`src/rtl/batcharger_pkg.sv`:
```
// Shared types and constants for the battery-charger measurement scheduler.
// Channel numbering, FSM state encoding and a round-robin step helper.
package batcharger_pkg;

  localparam int NCH  = 3;
  localparam int CH_V = 0;
  localparam int CH_I = 1;
  localparam int CH_T = 2;

  typedef enum logic [1:0] {
    IDLE,
    GRANT,
    CONV
  } state_t;

  // Channel that follows ch in V, I, T order, wrapping T back to V.
  function automatic logic [1:0] next_ch(input logic [1:0] ch);
    return (ch == 2'(CH_T)) ? 2'(CH_V) : ch + 2'd1;
  endfunction

endpackage

```
`src/rtl/batcharger_rr_arb.sv`:
```
// Round-robin picker over the three measurement channels.
// Returns the first pending channel at or after the pointer.
module batcharger_rr_arb
  import batcharger_pkg::*;
(
  input  logic [NCH-1:0] pending,
  input  logic [1:0]     ptr,
  output logic [NCH-1:0] grant,
  output logic [1:0]     idx
);

  logic       found;
  logic [1:0] cand;

  // Walk V, I, T starting at the pointer; first pending channel wins.
  always_comb begin
    grant = '0;
    idx   = ptr;
    found = 1'b0;
    cand  = ptr;
    for (int k = 0; k < NCH; k++) begin
      if (!found && pending[cand]) begin
        found       = 1'b1;
        idx         = cand;
        grant[cand] = 1'b1;
      end
      cand = next_ch(cand);
    end
  end

endmodule

```
`src/rtl/batcharger_meas_sched.sv`:
```
// Schedules the shared SAR ADC across battery V, I and T channels.
// Periodic and on-demand requests, round-robin service, timeout flags.
module batcharger_meas_sched
  import batcharger_pkg::*;
#(
  parameter int PERIOD  = 1000,
  parameter int TIMEOUT = 64
) (
  input  logic       clk,
  input  logic       rst,
  input  logic       en,
  input  logic [2:0] req,
  input  logic       vtok,
  input  logic [7:0] vbat,
  input  logic [7:0] ibat,
  input  logic [7:0] tbat,
  output logic       vmeasen,
  output logic       imeasen,
  output logic       tmeasen,
  output logic [7:0] vbat_q,
  output logic [7:0] ibat_q,
  output logic [7:0] tbat_q,
  output logic [2:0] valid,
  output logic [2:0] err,
  output logic       busy
);

  state_t     state, state_n;
  logic [15:0] pcnt;
  logic        tick;
  logic [2:0]  pending;
  logic [1:0]  ptr;
  logic [1:0]  sel;
  logic [2:0]  sel_oh;
  logic [7:0]  tcnt;
  logic [2:0]  gnt;
  logic [1:0]  gidx;
  logic        done;
  logic        tmo;
  logic [2:0]  clr;

  batcharger_rr_arb u_arb (
    .pending (pending),
    .ptr     (ptr),
    .grant   (gnt),
    .idx     (gidx)
  );

  assign tick   = en && (pcnt == 16'(PERIOD - 1));
  assign sel_oh = 3'b001 << sel;
  assign done   = (state == CONV) && en && vtok;
  assign tmo    = (state == CONV) && en && !vtok
                  && (tcnt == 8'(TIMEOUT - 1));
  assign clr    = (done || tmo) ? sel_oh : 3'b000;
  assign busy   = (state == GRANT) || (state == CONV);

  // Sweep timer: free-runs while enabled, held at zero otherwise.
  always_ff @(posedge clk) begin
    if (rst || !en)
      pcnt <= '0;
    else if (tick)
      pcnt <= '0;
    else
      pcnt <= pcnt + 16'd1;
  end

  // Request merge; a fresh set beats the completion clear.
  always_ff @(posedge clk) begin
    if (rst || !en)
      pending <= '0;
    else
      pending <= (pending & ~clr) | req | {3{tick}};
  end

  // Next-state logic; dropping en always returns to IDLE.
  always_comb begin
    state_n = state;
    unique case (state)
      IDLE:  if (|pending) state_n = GRANT;
      GRANT: state_n = CONV;
      CONV:  if (done || tmo) state_n = IDLE;
      default: state_n = IDLE;
    endcase
    if (!en)
      state_n = IDLE;
  end

  // FSM state register.
  always_ff @(posedge clk) begin
    if (rst)
      state <= IDLE;
    else
      state <= state_n;
  end

  // Channel selection is frozen when leaving IDLE.
  always_ff @(posedge clk) begin
    if (rst)
      sel <= 2'(CH_V);
    else if (state == IDLE && state_n == GRANT)
      sel <= gidx;
  end

  // Round-robin pointer moves past the channel just finished.
  always_ff @(posedge clk) begin
    if (rst)
      ptr <= 2'(CH_V);
    else if (done || tmo)
      ptr <= next_ch(sel);
  end

  // Conversion age counter, zero on every CONV entry.
  always_ff @(posedge clk) begin
    if (rst || state != CONV)
      tcnt <= '0;
    else
      tcnt <= tcnt + 8'd1;
  end

  // Registered one-hot ADC enables, high for every CONV cycle.
  always_ff @(posedge clk) begin
    if (rst) begin
      {tmeasen, imeasen, vmeasen} <= 3'b000;
    end else if (state_n == CONV) begin
      {tmeasen, imeasen, vmeasen} <= sel_oh;
    end else begin
      {tmeasen, imeasen, vmeasen} <= 3'b000;
    end
  end

  // Result capture on the end-of-conversion edge.
  always_ff @(posedge clk) begin
    if (rst) begin
      vbat_q <= '0;
      ibat_q <= '0;
      tbat_q <= '0;
    end else if (done) begin
      unique case (sel)
        2'(CH_V): vbat_q <= vbat;
        2'(CH_I): ibat_q <= ibat;
        2'(CH_T): tbat_q <= tbat;
        default: ;
      endcase
    end
  end

  // New-result strobe, one cycle per completed conversion.
  always_ff @(posedge clk) begin
    if (rst)
      valid <= '0;
    else
      valid <= done ? sel_oh : 3'b000;
  end

  // Sticky timeout flags, cleared by a good conversion.
  always_ff @(posedge clk) begin
    if (rst)
      err <= '0;
    else if (done)
      err <= err & ~sel_oh;
    else if (tmo)
      err <= err | sel_oh;
  end

endmodule
```
`config.mk`:
```
export PLATFORM = sky130hd
export DESIGN_NAME = batcharger_meas_sched
export DESIGN_NICKNAME = d
export VERILOG_FILES = /design/src/rtl/batcharger_pkg.sv /design/src/rtl/batcharger_rr_arb.sv /design/src/rtl/batcharger_meas_sched.sv
export SDC_FILE = /design/constraint.sdc
export NUM_CORES = 1
export LEC_CHECK = 0
export CORE_ASPECT_RATIO = 2
export CORE_UTILIZATION = 52
export DETAILED_ROUTE_END_ITERATION = 8
export PLACE_DENSITY = 0.92
export SYNTH_ARGS = -nofsm -noshare
export SYNTH_HDL_FRONTEND = slang
export SYNTH_HIERARCHICAL = 1
export SYNTH_SLANG_ARGS = --single-unit
```
`constraint.sdc`:
```
create_clock -name clk -period 2.7 [get_ports clk]
set_input_delay 0.54 -clock clk [delete_from_list [all_inputs] [get_ports clk]]
set_output_delay 0.54 -clock clk [all_outputs]
set_load 0.02 [all_outputs]
```
Word level (Yosys, flattened, before mapping)
Cells that the tools add are included.
{ "op_classes": {"n_addsub": 5, "magnitude_cmp": 3, "eq_ne": 11, "n_shift": 1, "mux": 20, "bitwise_logic": 9, "n_reduce_logical": 26} }
{ "ops": {"columns": ["cell", "n"], "rows": [
  ["16-bit by 1-bit adder with 16-bit output, second input constant", 1],
  ["16-bit by 10-bit equality test with 1-bit output, second input constant", 1],
  ["2-bit 2-to-1 mux", 8],
  ["2-bit equality test, second input constant", 5],
  ["2-bit by 3-bit < comparator with 1-bit output, second input constant", 3],
  ["3-bit 2-to-1 mux", 3],
  ["3-bit bitwise OR", 3],
  ["8-bit by 1-bit adder with 8-bit output, second input constant", 1],
  ["8-bit by 6-bit equality test with 1-bit output, second input constant", 1],
  ["1-bit logical AND", 8],
  ["2-bit by 1-bit adder with 2-bit output, second input constant", 3],
  ["3-bit bitwise AND", 2],
  ["1-bit binary-select mux with 2-bit select", 3],
  ["2-bit by 1-bit equality test with 1-bit output, second input constant", 3],
  ["3-bit inverter", 2],
  ["2-bit one-hot mux with 3 select lines", 1],
  ["2-bit AND reduction", 3],
  ["2-bit OR reduction", 3],
  ["1-bit 2-to-1 mux", 5],
  ["1-bit logical NOT", 4],
  ["2-bit logical NOT", 2],
  ["1-bit logical OR", 4],
  ["3-bit OR reduction", 1],
  ["1-bit by 2-bit << shifter with 3-bit output, first input constant", 1],
  ["3 further kinds", 4]
]} }
{ "totals": {"regBits": 66, "input_bits": 31, "word_cells": 89} }

Logic depth before layout (Yosys ltp)
Gate-level depths: netlist of run 1.
{ "depth": {"word_depth": 11, "ltp_mapped": 6, "ltp_nobuf": 6} }

Cells and area by module
The synthesis of run 1 kept the hierarchy.
{ "by_module_without_submodules": {"columns": ["module", "n_inst", "cells_per_inst", "area_each_um2", "seq_area_each_um2"], "rows": [
  ["batcharger_meas_sched", 1, 250, 2553.7, 1321.3],
  ["batcharger_rr_arb", 1, 20, 107.6, 0.0]
]} }

Worst setup path before layout of run 1
OpenSTA, ideal clock, no wires.
{ "synth_timing": {"path_kind": "register to register", "from": "register state[0]", "to": "register sel[0]", "setup_ps": 72, "t_arrival_ps": 1576, "t_required_ps": 2628, "slack_ps": 1052, "stages_incl_launch_ff": 7, "period_less_slack_ps": 1648, "cell_sequence": "dfxtp_1 > inv_1 > ha_1 > and2_1 > a2111oi_0 > a21boi_1 > mux2i_1"} }
{ "synth_between": {"elab_chain_len": 10, "word_cells_on_any_way": 14, "cone_classes": "3 x eq/ne; 4 x mux; 7 x reduce/logical"} }
{ "synth_lines": {"columns": ["item", "line", "source"], "rows": [
  ["start: declaration", "batcharger_meas_sched.sv:28", "state_t state, state_n;"],
  ["start signal: assignment", "batcharger_meas_sched.sv:93", "state <= state_n;"],
  ["2-bit equality test", "batcharger_meas_sched.sv:51, batcharger_meas_sched.sv:52, batcharger_meas_sched.sv:78", null],
  ["1-bit logical AND", "batcharger_meas_sched.sv:51, batcharger_meas_sched.sv:52", null],
  ["1-bit logical AND", "batcharger_meas_sched.sv:52", "assign tmo = (state == CONV) && en && !vtok"],
  ["1-bit logical AND", "batcharger_meas_sched.sv:53", "&& (tcnt == 8'(TIMEOUT - 1));"],
  ["1-bit logical OR", "batcharger_meas_sched.sv:81", "CONV: if (done || tmo) state_n = IDLE;"],
  ["2-bit 2-to-1 mux", "batcharger_meas_sched.sv:81", null],
  ["2-bit one-hot mux with 3 select lines", "batcharger_meas_sched.sv:78", "unique case (state)"],
  ["2-bit 2-to-1 mux", "batcharger_meas_sched.sv:84", "if (!en)"],
  ["2-bit by 1-bit equality test with 1-bit output", "batcharger_meas_sched.sv:100", "else if (state == IDLE && state_n == GRANT)"],
  ["1-bit logical AND (*)", "batcharger_meas_sched.sv:100", null],
  ["end signal: assignment", "batcharger_meas_sched.sv:99", "sel <= 2'(CH_V);"],
  ["end signal: assignment", "batcharger_meas_sched.sv:101", "sel <= gidx;"],
  ["end: declaration", "batcharger_meas_sched.sv:33", "logic [1:0] sel;"]
]} }
Every way passes the cells marked *; elsewhere a longest branch is shown, timed or not.
A chain may end at the register's enable or synchronous reset.

Worst setup path after layout of run 1
{ "layout_timing": {"from": "register state[0]", "to": "output port busy"} }
{ "layout_between": {"elab_chain_len": 2, "word_cells_on_any_way": 3, "cone_classes": "2 x eq/ne; 1 x reduce/logical"} }
{ "layout_lines": {"columns": ["item", "line", "source"], "rows": [
  ["2-bit by 1-bit equality test with 1-bit output / 2-bit equality test (equally long branches)", "batcharger_meas_sched.sv:55", "assign busy = (state == GRANT) || (state == CONV);"],
  ["1-bit logical OR (*)", "batcharger_meas_sched.sv:55", null],
  ["end: declaration", "batcharger_meas_sched.sv:25", "output logic busy"]
]} }
Marks and branches as above.

==> impl_results.md, run 1 <==
- Vias per std cell: 5.815
- Fmax achieved: 440.1 MHz
- Largest net degree at the start of global routing: 13
- 1st-pass router iterations: 5
- Cell depth of the worst flop-to-flop path: 6
- Storage element area: 1321 µm²
- Finished Cell Area: 3577 µm²
- Arr. time, crit path: 1730 ps
- First-pass GRT wire length: 10,230 µm
- Slew Viols, Final: 0
- Synth Area per Inst: 10.02 µm²
- Post-route worst setup slack: 427.7 ps
- Sink Count: 66
- Total Wirelength: 6526 µm
- WHS Path Cells: 1
- Area of the multi-input gates: 1247 µm²
- Initial Utilization: 53.76%
- Fraction of layout cells with a size suffix above 1: 8.772%
- CTS H-tree depth: 3
- Wirelength per Cell: 16.36 µm
- Critical Path End Type: output pin
- CP Max Fanout: 5
- DRT iter0 DRCs: 65
- Total congestion overflow: 0
- Reg clk slew, reported paths: 70 ps
- Worst-Skew Late Latency: 350 ps
- DP Worst Slack: 342.6 ps
- Worst hold path type: reg -> reg
- RSZ-0062 raised after global routing: false
- Synthesis warning total: 6
- Crit Path Category: reg -> out
- Pwr dens: 576.5 nW/µm²
- Leak: 1.308 nW
- Type of origin of the critical path: flop
- PortBufs: 64
- Dpl hpwl: 4515 µm
- Crit path time final: 2272 ps
- Die X: 52.15 µm
- Antenna Cells: 0
- Via Count: 2,320
- CTS tree: yes
- Final setup vio count: 0
- Status: finished clean
- Layout area overhead: 36.79%
- Netlist Area Pre-Place: 2615 µm²
- Hold_ws: 470.3 ps
- RD Place Congestion: 0.8619
- I/O pins: 65
- Nets@finish: 374
- Buffer count from post-CTS setup fixing: 0
- FILL cells: 352
- Power after layout: 2.062 mW
- CTS Hold Bufs: 0
- Syn_nets: 298
- ANT nets after route: 0
- Max cap viols: 0
- Number of global-route vias before repair: 2,282
- DRC errors left: 0
- GRT Overall Usage: 26.30%
- Die Span Y: 102.3 µm
- Final setup TNS: 0 ps
- Clock Skew: 10.05 ps
- CTS root buf: clkbuf_8
- Max_slew headroom: 58.90%
- DP Cell Count: 383
- Non-Filler Instances: 399
- Final core utilization: 73.53%
- Core footprint: 4865 µm²
- Num rows: 36
- CTS Buf Count: 9
- Worst-margin pin slew: 613.1 ps
- Post-synthesis cell count: 261
- Critical Path RT: 2160 ps
- Initial antenna violation count: 0
- Worst VDD drop: 0.5610 mV
- Die area: 5334 µm²
- Crit share post-route: 84.16%
- Placement Cell Area: 3348 µm²
- Post-CTS resize count: 0
- Final hold vios: 0
- Clock buffer depth: 2
[per-layer routing]
layer | GRT usage [%] | vias up | wire length, µm
met1 | 26.54 | 1115 | 2428
met4 | 17.00 | 0 | 281
met3 | 5.506 | 27 | 227
li1 | - | 1102 | -
met2 | 46.84 | 76 | 3589
met5 | 0 | - | 0
[final timing paths]
check / slack (ps) / end / startpoint
min reg2reg: 470 / flop / flop
min: 470 / flop / flop
max reg2reg: 770 / vbat_q[5] / state[0]
max: 430 / busy / state[0]
[layout by cell type, fill, tap and decap left out, drive strengths merged, types with 9 or more instances in the layout]
cell / n
dfxtp: 66
clkdlybuf4s50: 64
nor2: 28
a22o: 24
a21oi: 13
nand2: 13
clkbuf: 12
nand2b: 9
xor2: 9
nand3: 9
[final cells by class]
type                       count  area share, %
multi-input combinational    183          34.87
tap                           57          1.994
clock buffer                  12          4.337
sequential                    66          36.94
inverter                       8         0.8395
clock inverter                 4          2.064
timing repair buffer          69          18.96
[critical path, cell delays in order (launching register included)]
cell and delay (ps):
dfxtp_1 410, inv_1 90, ha_1 290, clkdlybuf4s50_1 600
[power breakdown]
group          switching, mW  internal (mW)
combinational         0.0520         0.0680
sequential            0.0105          0.981
clock                  0.380          0.571
[registers in the layout, indices dropped and copies added (netlist names), named ones only]
name / count
pending: 3
tcnt: 8
pcnt: 16
vbat_q: 8
valid: 3
vmeasen: 1
state: 2
ptr: 2
tbat_q: 8
imeasen: 1
sel: 2
tmeasen: 1
ibat_q: 8
Note: power is estimated with default switching activity, not from simulation.
==> run 2: changes to the inputs <==
CORE_UTILIZATION = 49   (was 52)
PLACE_DENSITY = 0.88   (was 0.92)
clock period = 2.2 ns   (was 2.7 ns; I/O delays follow)
==> impl_results.md, run 2 (synthesized netlist as in run 1, its figures left out) <==
- RSZ-0062 raised after global routing: false
- Critical Path End Type: output pin
- Arr. time, crit path: 1470 ps (-260 ps)
- CP Max Fanout: 5 (unchanged)
- RD Place Congestion: 0.8307 (-3.6%)
- Finished Cell Area: 3568 µm² (-0.24%)
- Fmax achieved: 522.4 MHz
- Type of origin of the critical path: flop
- Storage element area: 1321 µm² (unchanged)
- Worst-Skew Late Latency: 350 ps (about the same)
- Clock Skew: 6.925 ps (-3.130 ps)
- GRT Overall Usage: 23.39% (-2.9 points)
- Largest net degree at the start of global routing: 17 (+4)
- Initial antenna violation count: 0 (unchanged)
- Max cap viols: 0 (unchanged)
- Pwr dens: 632.1 nW/µm² (+9.6%)
- Post-CTS resize count: 1 (+1)
- Initial Utilization: 50.89% (-2.9 points)
- Dpl hpwl: 4318 µm (-4.4%)
- Number of global-route vias before repair: 2,188 (-4.1%)
- Layout area overhead: 36.46%
- Worst VDD drop: 0.5996 mV (+6.9%)
- Hold_ws: 467.3 ps (-2.946 ps)
- DRC errors left: 0 (unchanged)
- Core footprint: 5139 µm² (+5.6%)
- Final setup vio count: 0 (unchanged)
- GRT busiest layer: met2
- Crit share post-route: 87.01%
- CTS Buf Count: 9 (unchanged)
- Crit path time final: 1914 ps
- Placement Cell Area: 3400 µm² (+1.5%)
- Area of the multi-input gates: 1247 µm² (unchanged)
- Met3 GRT Util: 6.061% (+0.55 points)
- DP Cell Count: 389 (+1.6%)
- Non-Filler Instances: 404 (+1.3%)
- Antenna Cells: 0 (unchanged)
- Fraction of layout cells with a size suffix above 1: 9.827% (+1.1 points)
- I/O pins: 65 (unchanged)
- Die area: 5650 µm² (+5.9%)
- First-pass GRT wire length: 9556 µm (-6.6%)
- Critical Path RT: 1760 ps (-400 ps)
- Wirelength per Cell: 14.50 µm (-11%)
- Crit Path Category: reg -> out
- Total congestion overflow: 0 (unchanged)
- ANT nets after route: 0 (unchanged)
- Vias per std cell: 5.498 (-5.5%)
- Leak: 1.316 nW (+0.65%)
- Post-route worst setup slack: 285.9 ps (-141.8 ps)
- Reg clk slew, reported paths: 70 ps (about the same)
- Power after layout: 2.256 mW (+9.4%)
- Via Count: 2,221 (-4.3%)
- Flip-flop count of the largest register after layout: 16 (unchanged)
- PortBufs: 64 (unchanged)
- Worst hold path type: reg -> reg
- Die Span Y: 105.3 µm (+3.0%)
- Reg with most FFs: pcnt
- CTS H-tree depth: 3 (unchanged)
- DP Worst Slack: 28.49 ps (-314.2 ps)
- Final hold vios: 0 (unchanged)
- Sink Count: 66 (unchanged)
- Commonest cells after routing, fill and taps aside: dfxtp_1 (66), clkdlybuf4s50_1 (63), nor2_1 (28)
- FILL cells: 375 (+6.5%)
- Met1 usage: 22.90% (-3.6 points)
- Buffer count from post-CTS setup fixing: 0 (unchanged)
- CTS root buf: clkbuf_8
- Commonest non-fill, non-tap cell in the layout: dfxtp_1
- Max_slew headroom: 57.76% (-1.1 points)
- Final core utilization: 69.44% (-4.1 points)
- Final setup TNS: 0 ps (unchanged)
- 1st-pass router iterations: 4 (-1)
- Die X: 53.66 µm (+2.9%)
- Status: finished clean
- Total Wirelength: 5856 µm (-10%)
- DRT iter0 DRCs: 41 (-37%)
- Nets@finish: 379 (+1.3%)
- Slew Viols, Final: 0 (unchanged)
- Worst-margin pin slew: 631.3 ps (+18.22 ps)
- Num rows: 37 (+2.8%)
- CTS Hold Bufs: 0 (unchanged)
- CTS tree: yes
- Clock buffer depth: 2 (unchanged)
- Met2 usage: 41.07% (-5.8 points)
-- run 2: cell types whose count changed in the layout (fill, tap and decap cells not counted), sizes merged --
cell	before	now
buf	5	10
bufinv	2	0
clkdlybuf4s50	64	63
clkinv	2	3
dlygate4sd2	0	1
-- run 2: final cells by class --
| type | instances | share of cell area [%] |
|---|---|---|
| tap | 58 | 2.034 |
| clock inverter | 3 | 0.4208 |
| sequential | 66 | 37.03 |
| clock buffer | 12 | 4.348 |
| multi-input combinational | 183 | 34.96 |
| inverter | 8 | 0.8415 |
| timing repair buffer | 74 | 20.37 |
-- run 2: power breakdown --
| part | switching (mW) | total [mW] | leakage [nW] | internal, mW |
|---|---|---|---|---|
| clock network | 0.432 | 0.890 | 0.0920 | 0.458 |
| logic | 0.0628 | 0.150 | 0.692 | 0.0868 |
| registers | 0.0118 | 1.22 | 0.533 | 1.20 |
| total | 0.506 | 2.26 | 1.32 | 1.75 |
-- run 2: worst paths after layout --
check	startpoint	end	slack, ps	depth (start not counted)
setup reg to reg	state[0]	tbat_q[1]	320	7
setup / recovery	state[0]	busy	290	3
hold / removal	pcnt[0]	pcnt[0]	470	1
hold reg to reg	pcnt[0]	pcnt[0]	470	1
-- run 2: metal layers --
layer	part of all wire, %	vias to the layer above
met3	3.4	21
met4	3.2	0
met1	39	1032
li1	-	1107
met2	55	61
met5	0	-
-- run 2: worst max-delay path: stages, from the launching register on --
cell and delay [ps]:
dfxtp_1 410, inv_1 90, ha_1 310, dlygate4sd2_1 320
==> run 3: changes to the inputs <==
MAX_ROUTING_LAYER = met4   (was default)
==> impl_results.md, run 3 (synthesized netlist as in run 1, its figures left out) <==
- Storage element area: 1321 µm² (unchanged)
- Critical Path End Type: output pin
- Worst Hold Launch: pcnt[0]
- Met1 wire length: 2258 µm (about the same)
- DP Worst Slack: 28.49 ps (unchanged)
- Leak: 1.316 nW (unchanged)
- Fraction of layout cells with a size suffix above 1: 9.827% (unchanged)
- Crit Path Category: reg -> out
- Nets@finish: 379 (unchanged)
- Sink Count: 66 (unchanged)
- Wirelength per Cell: 14.52 µm (+0.19%)
- Reg with most FFs: pcnt
- Layout area overhead: 36.46% (unchanged)
- Cell depth of the worst flop-to-flop path: 7 (unchanged)
- I/O pins: 65 (unchanged)
- Vias per std cell: 5.438 (-1.1%)
- CTS H-tree depth: 3 (unchanged)
- Type of origin of the critical path: flop
- Area of the multi-input gates: 1247 µm² (unchanged)
- Number of global-route vias before repair: 2,180 (-0.37%)
- Arr. time, crit path: 1470 ps (about the same)
- First-pass GRT wire length: 9563 µm (about the same)
- Commonest cells after routing, fill and taps aside: dfxtp_1 (66), clkdlybuf4s50_1 (63), nor2_1 (28)
- Flip-flop count of the largest register after layout: 16 (unchanged)
- DR WL met3: 204 µm (+1.5%)
- Worst VDD drop: 0.5998 mV (about the same)
- Finished Cell Area: 3568 µm² (unchanged)
- Num rows: 37 (unchanged)
- FILL cells: 375 (unchanged)
- Status: finished clean
- Crit path time final: 1913 ps (-1.308 ps)
- Fmax achieved: 522.8 MHz (about the same)
- Crit path from: state[0]
- Worst hold path type: reg -> reg
- Power after layout: 2.255 mW (about the same)
- Antenna Cells: 0 (unchanged)
- PortBufs: 64 (unchanged)
- CP Max Fanout: 5 (unchanged)
- Clock buffer depth: 2 (unchanged)
- Reg clk slew, reported paths: 70 ps (about the same)
- Worst-Skew Late Latency: 340 ps (about the same)
- Slew Viols, Final: 0 (unchanged)
- Buffer count from post-CTS setup fixing: 0 (unchanged)
- Initial Utilization: 50.89% (unchanged)
- Critical Path RT: 1760 ps (about the same)
- Clock Skew: 5.556 ps (-1.369 ps)
- Placement Cell Area: 3400 µm² (unchanged)
- Initial antenna violation count: 0 (unchanged)
- Total congestion overflow: 0 (unchanged)
- Post-route worst setup slack: 287.2 ps (+1.308 ps)
- Worst-margin pin slew: 624.0 ps (-7.333 ps)
- Largest net degree at the start of global routing: 17 (unchanged)
- Final hold vios: 0 (unchanged)
- Core footprint: 5139 µm² (unchanged)
- Die X: 53.66 µm (unchanged)
- FF-to-FF Start: state[0]
- Die area: 5650 µm² (unchanged)
- RD Place Congestion: 0.8433 (+1.5%)
- CTS tree: yes
- CTS Buf Count: 9 (unchanged)
- DRC errors left: 0 (unchanged)
- Pwr dens: 631.9 nW/µm² (about the same)
- CTS root buf: clkbuf_8
- Max_slew headroom: 58.25% (+0.49 points)
- ANT nets after route: 0 (unchanged)
- Via Count: 2,197 (-1.1%)
- Final setup vio count: 0 (unchanged)
- Total Wirelength: 5867 µm (+0.19%)
- 1st-pass router iterations: 4 (unchanged)
- CP cell instances: inv_1, ha_1, dlygate4sd2_1
- DRT iter0 DRCs: 52 (+27%)
- Dpl hpwl: 4318 µm (unchanged)
- Critical path's slowest cell: dfxtp_1
- Die Span Y: 105.3 µm (unchanged)
- GRT Overall Usage: 24.09% (+0.70 points)
- Crit path largest cell delay: 410 ps (about the same)
- Crit share post-route: 86.95% (about the same)
- WHS Path Cells: 1 (unchanged)
- Max cap viols: 0 (unchanged)
- Commonest non-fill, non-tap cell in the layout: dfxtp_1
- Final setup TNS: 0 ps (unchanged)
- RSZ-0062 raised after global routing: false
- DR top layer: met4
- Final core utilization: 69.44% (unchanged)
- Met2 WL post-DR: 3220 µm (+0.50%)
==> run 3: final cells by class <==
type	instances	area share (%)
Inverter	8	0.8415
Sequential cell	66	37.03
Timing Repair Buffer	74	20.37
Multi-Input combinational cell	183	34.96
Tap cell	58	2.034
Clock inverter	3	0.4208
Clock buffer	12	4.348
==> run 3: repair_timing <==
action / in CTS / in global routing
gates resized for setup: 1 / 0
hold buffers: 0 / 0
setup endpoints to repair: 1 / 0
==> run 3: layer usage <==
layer  vias up  global-route usage, %
met3        17                  6.494
met1      1022                  22.90
met2        53                  41.07
li1       1105                      -
met5         -                      -
met4         0                  13.72
==> run 3: stage by stage <==
stage                     cells  hold WS (ps)
after detailed placement    389         451.8
final                       404         466.9
after floorplan             261         428.8
after global placement      389         435.1
after global routing        404         491.8
after CTS                   404         472.5
==> run 3: worst max-delay path, delay by kind of cell, from the launching register on <==
| family | cells | cell delay, ps |
|---|---|---|
| fa+ha+maj | 1 | 310 |
| buf+inv | 2 | 410 |
| flops | 1 | 410 |
==> run 3: power breakdown <==
part	switching, mW	leakage, nW	internal [mW]
Clock	0.431	0.0920	0.458
Sequential	0.0118	0.533	1.20
Combinational	0.0628	0.692	0.0868
Total	0.506	1.32	1.75
==> run 3: path summary, 6_finish.rpt <==
kind	to	slack (ps)
setup reg to reg	tbat_q[1]	330
hold reg to reg	pcnt[0]	470
setup / recovery	busy	290
hold / removal	pcnt[0]	470
